`src/rtl/uart_pkg.sv`:
```
// uart_pkg: receiver state encoding and default frame geometry for uart_rx.
package uart_pkg;
  typedef enum logic [2:0] {IDLE, START, DATA, PARITY, STOP} state_t;
  localparam int CLKS_PER_BIT_DEF = 16;
  localparam int DATA_BITS_DEF = 8;
endpackage

```
`src/rtl/sync_2ff.sv`:
```
// sync_2ff: two-flop synchronizer for one asynchronous bit, with selectable reset value.
module sync_2ff #(
  parameter logic RST_VAL = 1'b1
) (
  input  logic clk,
  input  logic rst_n,
  input  logic d,
  output logic q
);
  logic s1;
  always_ff @(posedge clk or negedge rst_n)
    if (!rst_n) {q, s1} <= {RST_VAL, RST_VAL};
    else {q, s1} <= {s1, d};
endmodule

```
`src/rtl/uart_rx.sv`:
```
// uart_rx: mid-bit sampling UART receiver with a one-entry holding register.
// Optional even parity bit enabled by defining UART_RX_PARITY_EN.
module uart_rx
  import uart_pkg::*;
#(
  parameter int CLKS_PER_BIT = CLKS_PER_BIT_DEF,
  parameter int DATA_BITS = DATA_BITS_DEF
) (
  input  logic                 clk,
  input  logic                 rst_n,
  input  logic                 rx_i,
  output logic [DATA_BITS-1:0] data_o,
  output logic                 valid_o,
  input  logic                 ready_i,
  output logic                 frame_err_o,
`ifdef UART_RX_PARITY_EN
  output logic                 parity_err_o,
`endif
  output logic                 overrun_o
);
  localparam int TW = $clog2(CLKS_PER_BIT);
  localparam int BW = $clog2(DATA_BITS + 1);
  localparam logic [TW-1:0] T_HALF = TW'(CLKS_PER_BIT / 2 - 1);
  localparam logic [TW-1:0] T_FULL = TW'(CLKS_PER_BIT - 1);
  logic                 rxs;
  state_t               state;
  logic [TW-1:0]        timer;
  logic [BW-1:0]        bitcnt;
  logic [DATA_BITS-1:0] shreg;
  logic                 tick;
`ifdef UART_RX_PARITY_EN
  logic                 par_bad;
`endif
  sync_2ff #(.RST_VAL(1'b1)) u_sync (.clk(clk), .rst_n(rst_n), .d(rx_i), .q(rxs));
  assign tick = timer == T_FULL;
  always_ff @(posedge clk or negedge rst_n)
    if (!rst_n) begin
      state       <= IDLE;
      timer       <= '0;
      bitcnt      <= '0;
      shreg       <= '0;
      data_o      <= '0;
      valid_o     <= 1'b0;
      frame_err_o <= 1'b0;
      overrun_o   <= 1'b0;
`ifdef UART_RX_PARITY_EN
      par_bad      <= 1'b0;
      parity_err_o <= 1'b0;
`endif
    end else begin
      frame_err_o <= 1'b0;
      overrun_o   <= 1'b0;
`ifdef UART_RX_PARITY_EN
      parity_err_o <= 1'b0;
`endif
      if (valid_o && ready_i) valid_o <= 1'b0;
      case (state)
        IDLE: begin
          timer  <= '0;
          bitcnt <= '0;
          if (!rxs) state <= START;
        end
        START:
          if (timer == T_HALF) begin
            timer <= '0;
            state <= rxs ? IDLE : DATA;
          end else timer <= timer + 1'b1;
        DATA:
          if (tick) begin
            timer  <= '0;
            shreg  <= {rxs, shreg[DATA_BITS-1:1]};
            bitcnt <= bitcnt + 1'b1;
`ifdef UART_RX_PARITY_EN
            if (bitcnt == BW'(DATA_BITS - 1)) state <= PARITY;
`else
            if (bitcnt == BW'(DATA_BITS - 1)) state <= STOP;
`endif
          end else timer <= timer + 1'b1;
`ifdef UART_RX_PARITY_EN
        PARITY:
          if (tick) begin
            timer   <= '0;
            par_bad <= rxs ^ (^shreg);
            state   <= STOP;
          end else timer <= timer + 1'b1;
`endif
        STOP:
          if (tick) begin
            timer <= '0;
            state <= IDLE;
            // a handshake in this same cycle frees the holding register for the new byte
            if (!rxs) frame_err_o <= 1'b1;
`ifdef UART_RX_PARITY_EN
            else if (par_bad) parity_err_o <= 1'b1;
`endif
            else if (!valid_o || ready_i) begin
              data_o  <= shreg;
              valid_o <= 1'b1;
            end else overrun_o <= 1'b1;
          end else timer <= timer + 1'b1;
        default: state <= IDLE;
      endcase
    end
endmodule

```
`config.mk`:
```
export PLATFORM = sky130hd
export DESIGN_NAME = uart_rx
export DESIGN_NICKNAME = d
export VERILOG_FILES = /design/src/rtl/uart_pkg.sv /design/src/rtl/sync_2ff.sv /design/src/rtl/uart_rx.sv
export SDC_FILE = /design/constraint.sdc
export NUM_CORES = 1
export LEC_CHECK = 0
export ABC_AREA = 1
export CELL_PAD_IN_SITES_DETAIL_PLACEMENT = 1
export CELL_PAD_IN_SITES_GLOBAL_PLACEMENT = 1
export CORE_AREA = 2 2 63 65
export CTS_CLUSTER_SIZE = 25
export DETAILED_ROUTE_END_ITERATION = 10
export DIE_AREA = 0 0 65 67
export GPL_TIMING_DRIVEN = 0
export PLACE_DENSITY = 0.85
export SLEW_MARGIN = 0
export SYNTH_ARGS = -nofsm -noshare
export SYNTH_HDL_FRONTEND = slang
export SYNTH_SLANG_ARGS = --single-unit
```
`constraint.sdc`:
```
create_clock -name clk -period 1.8 [get_ports clk]
set_input_delay 0.18 -clock clk [delete_from_list [all_inputs] [get_ports clk]]
set_output_delay 0.18 -clock clk [all_outputs]
set_load 0.005 [all_outputs]
```
# Yosys cells after proc, flatten, opt, wreduce, memory -nomap -nowiden
# Cells that the tools add are included.
[op_classes]
n_addsub = 2
eq_ne = 11
muxes = 24
n_reduce_logical = 11
[ops]
columns = ["op", "count"]
rows = [
  ["$mux W3", 5],
  ["$mux W1", 12],
  ["$mux W4", 3],
  ["$pmux W3 S4", 1],
  ["$pmux W4 S3", 1],
  ["$ne A2 B2 Y1 const B", 5],
  ["$add A4 B1 Y4 const B", 2],
  ["$eq A4 B3 Y1 const B", 2],
  ["$pmux W4 S2", 1],
  ["$reduce_and A5 Y1", 1],
  ["$eq A4 B4 Y1 const B", 1],
  ["$reduce_and A2 Y1", 2],
  ["$reduce_and A4 Y1", 1],
  ["$eq A3 B1 Y1 const B", 1],
  ["$eq A3 B2 Y1 const B", 1],
  ["$eq A3 B3 Y1 const B", 1],
  ["$logic_not A3 Y1", 1],
  ["$reduce_bool A3 Y1", 1],
  ["$mux W2", 1],
  ["$reduce_bool A2 Y1", 1],
  ["$reduce_or A2 Y1", 1],
  ["$logic_and A1 B1 Y1", 1],
  ["$logic_not A1 Y1", 1],
  ["$logic_or A1 B1 Y1", 1],
]
[word_totals]
reg_bits = 32
inputBits = 4
word_cells = 58

# Depth between registers and ports, before layout
# Gate-level depths: netlist of the first run.
[logic_depth]
ltp_word = 6
ltp_mapped = 9
depth_no_buf = 9

# By module
# Synthesis of the first run repeated with hierarchy kept, for this count alone.
[unflattened]
cells_unflattened = 160
hier_area_um2 = 1487.7
[by_module_without_submodules]
columns = ["module", "instances", "cells_each", "area_per_inst_um2", "seq_area_each_um2"]
rows = [
  ["uart_rx", 1, 158, 1435.1, 750.7],
  ["sync_2ff", 1, 2, 52.6, 52.6],
]

# Worst setup path before layout of the first run
# OpenSTA, ideal clock, no wires.
[synth_path]
path_type = "register to register"
start = "reg timer[0]"
end = "reg bitcnt[2]"
setup_time_ns = 0.119
arrival_ns = 1.176
path_slack_ns = 0.505
stages_incl_launch_ff = 9
n_path_buf = 1
period_less_slack_ns = 1.295
path_cell_list = "dfrtp_1 -> ha_1 -> nand3_2 -> inv_2 -> nand2_2 -> buf_6 -> nand2_2 -> a21oi_1 -> nor2_1"
[synth_between]
elab_chain_cells = 3
[synth_lines]
columns = ["item", "line_no", "text"]
rows = [
  ["start, declared", "uart_rx.sv:27", "logic [TW-1:0] timer;"],
  ["start signal, assigned", "uart_rx.sv:67", "end else timer <= timer + 1'b1;"],
  ["start signal, assigned", "uart_rx.sv:78", "end else timer <= timer + 1'b1;"],
  ["start signal, assigned", "uart_rx.sv:100", "end else timer <= timer + 1'b1;"],
  ["$eq A4 B4 Y1", "uart_rx.sv:35", "assign tick = timer == T_FULL;"],
  ["$ne A2 B2 Y1 (no source line)", "--", ""],
  ["$reduce_and A2 Y1 (no source line)", "--", ""],
  ["end signal, assigned", "uart_rx.sv:72", "bitcnt <= bitcnt + 1'b1;"],
  ["end, declared", "uart_rx.sv:28", "logic [BW-1:0] bitcnt;"],
]
# Every way passes these cells.
# A chain may end at the register's enable or synchronous reset.

# Worst setup path after layout of the first run
# Same ends and word-level chain as after synthesis.

==> flow_summary.json, run 1 <==
{
  "status": "finished, final reports clean",
  "finalPower_mw": 2.05,
  "setup_viol": 0,
  "worst-path-max-fanout": 10,
  "synth-seq-cells": 32,
  "fmax_ghz": 0.660,
  "portBuffers": 14,
  "cp_common_cell": "nand2_2",
  "vias": 1188,
  "p_per_area_nw_per_um2": 1130,
  "netlist_area_um2": 1490,
  "ys_warn_count": 0,
  "dieArea_um2": 4360,
  "synth_flop_cell": "dfrtp_1",
  "first_global_vias": 1254,
  "cpLargestDelayFamily": "flip-flops",
  "finalMaxSlewViolations": 0,
  "clockBufferDepth": 2,
  "hold_class": "input pin to flip-flop",
  "fillerInstances": 423,
  "cts_buffers": 5,
  "clock_latency_ns": 0.28,
  "yosysTopAreaCellShare": 0.504,
  "drtIter0Drc": 84,
  "path_class": "flip-flop to flip-flop",
  "area_growth_pct": 21.0,
  "synth_nets": 172,
  "max_slew.worst_pin.slew_ns": 0.712,
  "cts.sinks": 32,
  "die_w_um": 65,
  "cp_num_buf_inv": 2,
  "routed_via_density": 5.01,
  "yosys-top-cells-count": "nand2_1, dfrtp_1, inv_1",
  "cts_max_level": 2,
  "initial_utilization": 0.413,
  "num_rows": 22,
  "wl_um": 3540,
  "yosysTopAreaCell": "dfrtp_1",
  "synth_cells": 166,
  "cts_tree": "built",
  "netlist_top_cells_area": "dfrtp_1, nand2_1, inv_1, o21ai_2, nand3_1",
  "crit_chain": "ha_1 -> nand3_2 -> inv_2 -> nand2_2 -> buf_6 -> nand2_2 -> a21oi_1 -> nor2_1",
  "nets": 194,
  "grt_max_degree": 33,
  "synth.most_common_cell": "nand2_1",
  "grt_use_total": 0.187,
  "ctsResizeCount": 0,
  "antenna-diode-count": 0,
  "skew_ns": 0.00345,
  "crit_slowest_cell": "dfrtp_1",
  "cp.arrival_ns": 1.69,
  "rsz0062_at_grt": "false",
  "p_leak_nw": 0.860,
  "fin_ws_ns": 0.284,
  "place_congestion": 0.835,
  "postCtsHoldBufs": 0,
  "cp-end-kind": "flip-flop",
  "final_antenna_net_count": 0,
  "dp_cells": 228,
  "grt_overflow_total": 0,
  "async_flop_share": 1.00,
  "required_ns": 1.98,
  "maxSlewHeadroom": 0.525,
  "io_pins": 15,
  "dp_hpwl_um": 2590,
  "synth_edf_count": 0,
  "grt_antenna_before_repair": 0,
  "avgSynthCellArea_um2": 8.98,
  "route.detailed.drc": 0,
  "final-hold-violation-count": 0,
  "final_cells": 237,
  "synth_cell_types": 25,
  "max-vdd-ir-drop_mv": 0.385,
  "startpoint_type": "flip-flop",
  "grt_pass1_wl_um": 5950,
  "cts_root_buf": "clkbuf_8",
  "wl_per_cell_um": 14.9,
  "cts_setup_buffers": 0,
  "max_cap_violations": 0,
  "max_stage_delay_ns": 0.42,
  "dpl_worst_slack_ns": -0.0886,
  "clk_pin_slew_ns": 0.06,
  "drtPass1Iterations": 4,
  "core_area_um2": 3610,
  "finalCritPeriodShare": 0.842,
  "yosysSeqAreaShare": 0.539,
  "die-height_um": 67,
  "drive_gt1_frac": 0.185,
  "fin_crit_ns": 1.52
}
[metal layers]
layer	global-route usage	wire, µm
met1	0.210	1390
met2	0.339	1970
met3	0.0456	94
met4	0.0718	80
met5	0	0
[cell type report]
class / count / area [µm²] / share of cell area
tap: 48 / 60.1 / 0.0333
buffer: 3 / 27.5 / 0.0153
multi-input combinational: 108 / 573 / 0.318
inverter: 23 / 86.3 / 0.0479
sequential: 32 / 803 / 0.446
timing repair buffer: 15 / 145 / 0.0805
clock inverter: 2 / 35.0 / 0.0194
clock buffer: 6 / 72.6 / 0.0402
[worst reg2reg max path, delay by kind of cell (launching register included)]
kind | cells | cell delay [ns]
adders and majority gates | 1 | 0.26
AOI/OAI and AO/OA | 1 | 0.13
buffers and inverters | 2 | 0.25
DFF | 1 | 0.42
and+or+nand+nor | 4 | 0.36
[metrics by stage]
| step | setup TNS (ns) | hold WS [ns] | instance area (µm²) | util |
|---|---|---|---|---|
| 2_1_floorplan | 0 | -0.116 | 1490 | - |
| 5_1_grt | 0 | 0.289 | 1800 | 0.500 |
| 6_report | 0 | 0.299 | 1800 | 0.500 |
| 3_5_place_dp | -2.61 | 0.357 | 1690 | 0.469 |
| 4_1_cts | 0 | 0.290 | 1800 | 0.499 |
| 3_3_place_gp | -0.467 | 0.349 | 1690 | 0.469 |
[power breakdown]
| part | switching [mW] | leakage (nW) | internal (mW) |
|---|---|---|---|
| logic | 0.362 | 0.370 | 0.164 |
| clock network | 0.262 | 0.0552 | 0.410 |
| registers | 0.0699 | 0.435 | 0.776 |
[flip-flops by register name, indices dropped and copies added (netlist names), 3 cells and up]
signal  cells
bitcnt      4
data_o      8
shreg       8
state       3
timer       4
[cells by family after synthesis]
group | synth area share
compound gates | 0.102
xor+xnor | 0.00588
fa+ha+maj | 0.0168
buf+inv | 0.0764
flops | 0.539
simple gates | 0.259
[cell usage in the layout (no fill, tap or decap), types with 4 or more instances in the layout]
cell type | Yosys | layout
clkdlybuf4s50_1 | 0 | 13
inv_2 | 4 | 4
dfrtp_1 | 30 | 30
inv_1 | 19 | 19
nand2_1 | 43 | 43
nor2_1 | 12 | 12
o21ai_2 | 8 | 8
o21ai_0 | 11 | 11
nand2_2 | 4 | 4
clkbuf_8 | 0 | 5
nand3_1 | 12 | 12
[final timing paths]
kind                                           start                     to  slack, ns  depth (start not counted)
worst max-delay path            timer[0]$_DFFE_PN0P_  bitcnt[2]$_DFFE_PN0P_       0.28                          8
worst min-delay path                            rx_i    u_sync.s1$_DFF_PN1_       0.30                          1
worst max register to register  timer[0]$_DFFE_PN0P_  bitcnt[2]$_DFFE_PN0P_       0.28                          8
worst min register to register   u_sync.s1$_DFF_PN1_     u_sync.q$_DFF_PN1_       0.37                          0
max in group asynchronous                      rst_n   timer[0]$_DFFE_PN0P_       0.86                          2
min in group asynchronous                      rst_n  data_o[4]$_DFFE_PN0P_       0.48                          2
No activity file was read; power rests on OpenSTA's default activity.
==> run 2, diff against run 1 <==
==> constraint.sdc (replaced) <==
create_clock -name clk -period 1.4 [get_ports clk]
set_input_delay 0.14 -clock clk [delete_from_list [all_inputs] [get_ports clk]]
set_output_delay 0.14 -clock clk [all_outputs]
set_load 0.005 [all_outputs]
==> run 2 against run 1 <==
Net effect: the run now ends with setup timing left; clock-buffer cell count unchanged; sequential share of layout area is 4.5 points lower; largest cell class unchanged; register-to-register slack got worse by 0.33 ns; worst hold slack lost 0.045 ns; die area stayed put; flip-flop and latch count did not move; non-clock buffer count increased by 10; first-iteration DRC count is 31% lower; design area rose by 12%; cell count up 4.2%.
==> flow_summary.json, run 2 (synthesized netlist as in run 1, its figures left out) <==
{
  "cts.sinks": 32,
  "fin_ws_ns": -0.0452,
  "core_area_um2": 3610,
  "reg.largest.list": "data_o (8), shreg (8)",
  "cts_root_buf": "clkbuf_8",
  "wl_um": 4640,
  "swShare": 0.376,
  "grt_pass1_wl_um": 6110,
  "status": "finished with violations",
  "fmax_ghz": 0.692,
  "pwr-share-comb": 0.326,
  "routed_via_density": 5.24,
  "fillerInstances": 397,
  "cts_tree": "built",
  "grt_max_degree": 33,
  "grt_antenna_before_repair": 0,
  "required_ns": 1.58,
  "area_growth_pct": 35.2,
  "max_stage_delay_ns": 0.41,
  "final_cell_mix": "nand2_1, dfrtp_1, inv_1",
  "drive_gt1_frac": 0.337,
  "setup_viol": 3,
  "cts_max_level": 2,
  "hold_class": "input pin to flip-flop",
  "grt_util_met1": 0.213,
  "intPower_mw": 1.87,
  "vias": 1295,
  "dp_hpwl_um": 2590,
  "p_per_area_nw_per_um2": 1490,
  "die_w_um": 65,
  "initial_utilization": 0.413,
  "finalMaxSlewViolations": 0,
  "violations": "setup timing",
  "grt_overflow_total": 0,
  "portBuffers": 14,
  "power_switching_mw": 1.13,
  "grt_use_total": 0.192,
  "finalCritPeriodShare": 1.03,
  "met3_usage": 0.0473,
  "crit_chain": "ha_4 -> nand3_4 -> clkinv_4 -> buf_4 -> o21ai_2 -> nor2_1 -> nand2_1 -> inv_2",
  "max_slew.worst_pin.slew_ns": 0.712,
  "fin_crit_ns": 1.45,
  "num_rows": 22,
  "skew_ns": 0.0124,
  "grt_busiest_layer": "met2",
  "die-height_um": 67,
  "place_congestion": 0.835,
  "io_pins": 15,
  "post-route-util": 0.559,
  "finalPower_mw": 3.00,
  "dieArea_um2": 4360,
  "final_area_um2": 2010,
  "drtIter0Drc": 58,
  "p_leak_nw": 0.934,
  "clk_pin_slew_ns": 0.06,
  "route.detailed.drc": 0,
  "power_frac_seq": 0.378,
  "wl_per_cell_um": 18.8,
  "place_area_um2": 1690,
  "nets": 204,
  "final-hold-violation-count": 0,
  "clock_latency_ns": 0.30,
  "clockBufferDepth": 2,
  "crit_slowest_cell": "dfrtp_1",
  "cts_buffers": 5,
  "max_cap_violations": 0,
  "use_met2": 0.348,
  "p_clk_frac": 0.296,
  "worst-path-max-fanout": 4,
  "startpoint_type": "flip-flop",
  "maxSlewHeadroom": 0.525,
  "first_global_vias": 1285,
  "max-vdd-ir-drop_mv": 0.533,
  "whs_ns": 0.254,
  "rsz0062_at_grt": "true",
  "drtPass1Iterations": 4,
  "cp-end-kind": "flip-flop",
  "path_class": "flip-flop to flip-flop",
  "dpl_worst_slack_ns": -0.449,
  "final_antenna_net_count": 0,
  "antenna-diode-count": 0,
  "final_common_cell": "nand2_1",
  "cp.arrival_ns": 1.63
}
==> run 2: metal layers <==
metal  share of wire  vias to the layer above
met5               0                        -
li1                -                      592
met2            0.56                       28
met1            0.37                      660
met4           0.039                        0
met3           0.028                       15
==> run 2: worst paths after layout <==
kind                                      start                    end  slack (ns)  cells after the start
min                                        rx_i    u_sync.s1$_DFF_PN1_        0.25                      1
max                        timer[0]$_DFFE_PN0P_   state[2]$_DFFE_PN0P_       -0.05                      8
min reg2reg                 u_sync.s1$_DFF_PN1_     u_sync.q$_DFF_PN1_        0.37                      0
max in group asynchronous                 rst_n   state[0]$_DFFE_PN0P_        0.47                      2
min in group asynchronous                 rst_n  data_o[2]$_DFFE_PN0P_        0.43                      2
max reg2reg                timer[0]$_DFFE_PN0P_   state[2]$_DFFE_PN0P_       -0.05                      8
==> run 2: metrics by stage <==
step / TNS, ns / instances
after floorplan: 0 / 166
after global placement: -11.60 / 228
after global routing: -0.600 / 247
after CTS: 0 / 241
final: -0.0701 / 247
after detailed placement: -14.70 / 228
==> run 2: layout make-up <==
type | count | area [µm²] | area share
multi-input combinational | 108 | 679 | 0.337
timing repair buffer | 25 | 235 | 0.117
buffer | 3 | 33.8 | 0.0168
sequential | 32 | 807 | 0.401
clock inverter | 2 | 35.0 | 0.0174
clock buffer | 6 | 72.6 | 0.0360
inverter | 23 | 91.3 | 0.0453
tap | 48 | 60.1 | 0.0298
==> run 2: critical path, delay by kind of cell (launching register included) <==
kind            cells  cell delay [ns]
flops               1             0.41
simple gates        3             0.31
buf+inv             3             0.31
fa+ha+maj           1             0.20
compound gates      1             0.12
==> run 2: power by group through the flow <==
stage	logic [mW]	registers, mW	clock network [mW]
2_1_floorplan	0.497	1.09	0
3_3_place_gp	0.613	1.10	0
3_5_place_dp	0.658	1.10	0
4_1_cts	0.750	1.09	0.889
5_1_grt	1.07	1.14	0.934
6_report	0.978	1.13	0.886
==> run 2: repair_timing <==
action,in CTS,in global routing
gates cloned,1,1
setup buffers,4,4
endpoints found under the hold margin,0,30
resized for setup,7,39
pin swaps,1,15
setup endpoints to repair,55,26
hold buffers,0,1
==> run 3, diff against run 2 <==
--- a/config.mk
+++ b/config.mk
@@ -9,7 +9,8 @@
 export CELL_PAD_IN_SITES_DETAIL_PLACEMENT = 1
 export CELL_PAD_IN_SITES_GLOBAL_PLACEMENT = 1
 export CORE_AREA = 2 2 63 65
-export CTS_CLUSTER_SIZE = 25
+export CTS_CLUSTER_DIAMETER = 80
+export CTS_CLUSTER_SIZE = 14
 export DETAILED_ROUTE_END_ITERATION = 10
 export DIE_AREA = 0 0 65 67
 export GPL_TIMING_DRIVEN = 0
==> results of run 3 <==
Same layout as run 2: the final DEF is identical, and so are final timing and power.
